`src/rtl/adc_pd_seq.sv`:
```
// Power-down / power-up sequencer for the AD7822/AD7825 PD pin.
// Holds the ADC in power-down for at least OFF_MIN edges, then raises PD and
// waits WAKE_CYCLES edges for the on-chip reference to settle before raising
// ADC_ready. Supports forced power-down, abort during wake, and optional
// auto-sleep after IDLE_TIMEOUT idle READY edges with wake-on-activity.
module adc_pd_seq #(
    parameter int OFF_MIN      = 1,
    parameter int WAKE_CYCLES  = 6,
    parameter int IDLE_TIMEOUT = 0,
    parameter int CNT_W        = 8
) (
    input  logic       clk_200kHz,
    input  logic       reset,
    input  logic       pd_req,
    input  logic       activity,
    output logic       PD,
    output logic       ADC_ready,
    output logic       sleeping,
    output logic [1:0] pwr_state
);

    typedef enum logic [1:0] {
        ST_OFF   = 2'd0,
        ST_WAKE  = 2'd1,
        ST_READY = 2'd2
    } state_t;

    // Counter thresholds pre-sized to the counter so all compares are width-matched.
    // IDLE_LAST wraps to all-ones when auto-sleep is disabled; it is never used then.
    localparam logic [CNT_W-1:0] OFF_MIN_C = CNT_W'(OFF_MIN);
    localparam logic [CNT_W-1:0] WAKE_LAST = CNT_W'(WAKE_CYCLES - 1);
    localparam logic [CNT_W-1:0] IDLE_LAST = CNT_W'(IDLE_TIMEOUT - 1);
    localparam logic             IDLE_EN   = (IDLE_TIMEOUT > 0);

    state_t           state_q, state_d;
    logic [CNT_W-1:0] cnt_q, cnt_d;
    logic             pd_q, pd_d;
    logic             rdy_q, rdy_d;
    logic             sleep_q, sleep_d;

    // State, counter and all outputs registered; reset aborts on the edge it is seen.
    always_ff @(posedge clk_200kHz) begin
        if (!reset) begin
            state_q <= ST_OFF;
            cnt_q   <= '0;
            pd_q    <= 1'b0;
            rdy_q   <= 1'b0;
            sleep_q <= 1'b0;
        end else begin
            state_q <= state_d;
            cnt_q   <= cnt_d;
            pd_q    <= pd_d;
            rdy_q   <= rdy_d;
            sleep_q <= sleep_d;
        end
    end

    // Next-state logic; priority is pd_req > idle timeout > activity.
    always_comb begin
        state_d = state_q;
        cnt_d   = cnt_q;
        pd_d    = pd_q;
        rdy_d   = rdy_q;
        sleep_d = sleep_q;
        case (state_q)
            ST_OFF: begin
                if (cnt_q < OFF_MIN_C) begin
                    cnt_d = cnt_q + 1'b1;
                end else if (!pd_req && (!sleep_q || activity)) begin
                    state_d = ST_WAKE;
                    pd_d    = 1'b1;
                    cnt_d   = '0;
                    sleep_d = 1'b0;
                end
            end
            ST_WAKE: begin
                if (pd_req) begin
                    state_d = ST_OFF;
                    pd_d    = 1'b0;
                    cnt_d   = '0;
                end else if (cnt_q == WAKE_LAST) begin
                    state_d = ST_READY;
                    rdy_d   = 1'b1;
                    cnt_d   = '0;
                end else begin
                    cnt_d = cnt_q + 1'b1;
                end
            end
            ST_READY: begin
                if (pd_req) begin
                    state_d = ST_OFF;
                    pd_d    = 1'b0;
                    rdy_d   = 1'b0;
                    cnt_d   = '0;
                end else if (IDLE_EN && !activity && (cnt_q == IDLE_LAST)) begin
                    state_d = ST_OFF;
                    pd_d    = 1'b0;
                    rdy_d   = 1'b0;
                    sleep_d = 1'b1;
                    cnt_d   = '0;
                end else if (activity) begin
                    cnt_d = '0;
                end else if (IDLE_EN) begin
                    cnt_d = cnt_q + 1'b1;
                end
            end
            default: begin
                state_d = ST_OFF;
                pd_d    = 1'b0;
                rdy_d   = 1'b0;
                sleep_d = 1'b0;
                cnt_d   = '0;
            end
        endcase
    end

    assign PD        = pd_q;
    assign ADC_ready = rdy_q;
    assign sleeping  = sleep_q;
    assign pwr_state = state_q;

endmodule

```
`config.mk`:
```
export PLATFORM = sky130hd
export DESIGN_NAME = adc_pd_seq
export DESIGN_NICKNAME = d
export VERILOG_FILES = /design/src/rtl/adc_pd_seq.sv
export SDC_FILE = /design/constraint.sdc
export NUM_CORES = 1
export LEC_CHECK = 0
export CORE_MARGIN = 4
export CORE_UTILIZATION = 30
export DETAILED_ROUTE_END_ITERATION = 6
export SYNTH_ARGS = -nofsm -noshare
export SYNTH_HDL_FRONTEND = slang
export SYNTH_SLANG_ARGS = --single-unit
```
`constraint.sdc`:
```
create_clock -name clk_200kHz -period 4.7 [get_ports clk_200kHz]
set_clock_uncertainty 0.2 [all_clocks]
set_input_delay 1.175 -clock clk_200kHz [delete_from_list [all_inputs] [get_ports clk_200kHz]]
set_output_delay 1.175 -clock clk_200kHz [all_outputs]
set_load 0.02 [all_outputs]
```
==> flow_metrics.tcl <==
set metrics [dict create \
    status "finished clean" \
    ys_seq_area_share_pct 30.0 \
    grt_pass1_wl_mm 2.97 \
    place_congestion 0.783 \
    holdCritPathClass "reg2reg" \
    wirelength_mm 1.83 \
    ys.flop_type "dfxtp_1" \
    avgSynthCellArea_um2 7.69 \
    p_sw_uw 148 \
    clkSinkCount 12 \
    die_h_um 59.6 \
    synth.ff_latch_count 12 \
    p_leak_uw 0.000334 \
    min_to "PD" \
    worstHoldPathCells 2 \
    start_kind "primary input" \
    post-cts-setup-buffers 0 \
    pwr_density_cell_nw_per_um2 398 \
    rows 18 \
    grt_max_degree 12 \
    root_buffer "clkbuf_4" \
    clk_path_buf_depth 2 \
    track_usage_pct 11.1 \
    sequentialPowerShare_pct 34.9 \
    cap_violations 0 \
    synth_cell_types 36 \
    hold_viol 0 \
    post-dp-hpwl_mm 1.33 \
    core_um2 2500 \
    fill_cells 258 \
    p_int_uw 217 \
    synthCells 104 \
    swShare_pct 40.6 \
    synth_nets 114 \
    io_pins 9 \
    firstDrtPassIters 4 \
    worstReg2RegStart "pwr_state[1]" \
    rsz0062_at_grt "false" \
    power_frac_comb_pct 41.8 \
    clk_pin_slew_ns 0.09 \
    clk_latency_ns 0.28 \
    fmax_mhz 301 \
    cp-end-kind "flip-flop" \
    r2r_end "cnt_q[0]" \
    synth_edf_count 0 \
    viasPerCell 5.61 \
    area_growth_pct 14.6 \
    crit_type "in2reg" \
    die-area_um2 3560 \
    drtIter0Drc 25 \
    numCtsBuffers 3 \
    hold_start "PD" \
    antenna_left 0 \
    path_cells "clkdlybuf4s50_1, nand2b_1, a31o_2, a22oi_1, nand2_1, o31ai_1" \
    ys_async_sr_fraction_pct 0 \
    syn-cell-area_um2 800 \
    slew_violations 0 \
    worst_slew_pin_slew_ns 0.835 \
    finalCritPeriodShare_pct 70.8 \
    tritoncts "yes" \
    antenna_found_initial 0 \
    setup_viol 0 \
    reg2reg_depth 7 \
    crit_arrival_ns 3.32 \
    slew_headroom_pct 44.3 \
    drcViolationCount 0 \
    power_frac_clock_pct 23.3 \
    tns_ns 0 \
    start_util_pct 32.0 \
    wire_per_inst_um 13.0 \
    critical-path-slowest-cell "a22oi_1" \
    layout-drive-gt1-share_pct 8.11 \
    timing.hold.ws_ns 0.287 \
    gr-total-overflow 0 \
    diodes 0 \
    nNetsFinal 122 \
    final_cell_mix "dfxtp_1 (12), nand2_1 (12), nor2_1 (12), nand3_1 (12)" \
    num_vias 791 \
    fin_crit_ns 3.33 \
    portBuffers 7 \
    irDropWorstVdd_uv 341 \
    htree_levels 1 \
    cts_resized 0 \
    dieWidth_um 59.6 \
    crit_required_ns 4.70 \
    yosysWarnings 0 \
    worstSetupStartpoint "pd_req" \
    slowest_delay_ns 0.68 \
    crit_fanout 11 \
    rrSetupSlack_ns 2.35 \
    grt_pass1_vias 701 \
    cts_hold_buf 0 \
]
through the flow:
stage	power, µW	utilization, %	setup WS (ns)	area (µm²)	cells
after global routing	394	36.6	1.24	916	141
final	365	36.6	1.37	916	141
after CTS	365	36.6	1.39	916	141
after detailed placement	280	35.2	1.11	880	137
after global placement	280	35.2	1.15	880	137
after floorplan	249	-	2.04	800	104
state kept, by name, summed over array words and instances (netlist names):
signal,count
PD,1
pwr_state,2
cnt_q,8
ADC_ready,1
how the worst max path moves through the flow:
stage | depth (start not counted) | endpoint | slack, ns
floorplan | 7 | cnt_q[0] | 2.04
global placement | 6 | cnt_q[6] | 1.15
detailed placement | 6 | cnt_q[0] | 1.11
CTS | 6 | cnt_q[0] | 1.39
global route | 6 | cnt_q[6] | 1.24
finish | 6 | cnt_q[0] | 1.37
worst max-delay path, delay by kind of cell:
family / cells / cell delay, ns
AOI/OAI and AO/OA: 3 / 1.15
buffers and inverters: 1 / 0.57
and+or+nand+nor: 2 / 0.43
layer usage:
layer	track usage, %	part of all wire (%)
met5	0	0
met3	2.61	3.7
met2	16.2	44
met4	6.33	1.1
met1	14.8	51
logic make-up after synthesis:
family | count (synthesis) | synth area share, %
flops | 12 | 30.0
other cells | 1 | 0.469
fa+ha+maj | 6 | 9.39
simple gates | 51 | 32.6
compound gates | 24 | 21.3
buf+inv | 10 | 6.26
power groups by stage:
stage          Combinational [µW]  Clock [µW]  Sequential, µW
2_1_floorplan                 116           0             133
3_3_place_gp                  151           0             129
3_5_place_dp                  150           0             130
4_1_cts                       151        87.1             127
5_1_grt                       170        93.6             130
6_report                      152        85.1             127
synthesized netlist by cell type, drive strengths merged, types with 2 or more instances:
library cell | instances | area, µm²
nand2b | 2 | 12.5
ha | 6 | 75.1
a21oi | 3 | 15.0
a31oi | 7 | 43.8
buf | 4 | 27.5
o21ai | 3 | 15.0
inv | 6 | 22.5
nand2 | 13 | 51.3
nand4 | 2 | 12.5
dfxtp | 12 | 240
a31o | 2 | 17.5
nand3 | 13 | 70.1
nand4b | 2 | 17.5
nor2 | 12 | 45.0
layout make-up:
cell class                      count  area [µm²]  share of cell area (%)
Inverter                            6        22.5                    2.46
Tap cell                           30        37.5                    4.10
Multi-Input combinational cell     82         509                    55.6
Clock buffer                        4        36.3                    3.96
Sequential cell                    12         240                    26.2
Timing Repair Buffer                7        70.1                    7.65
(Power assumes the default switching activity.)
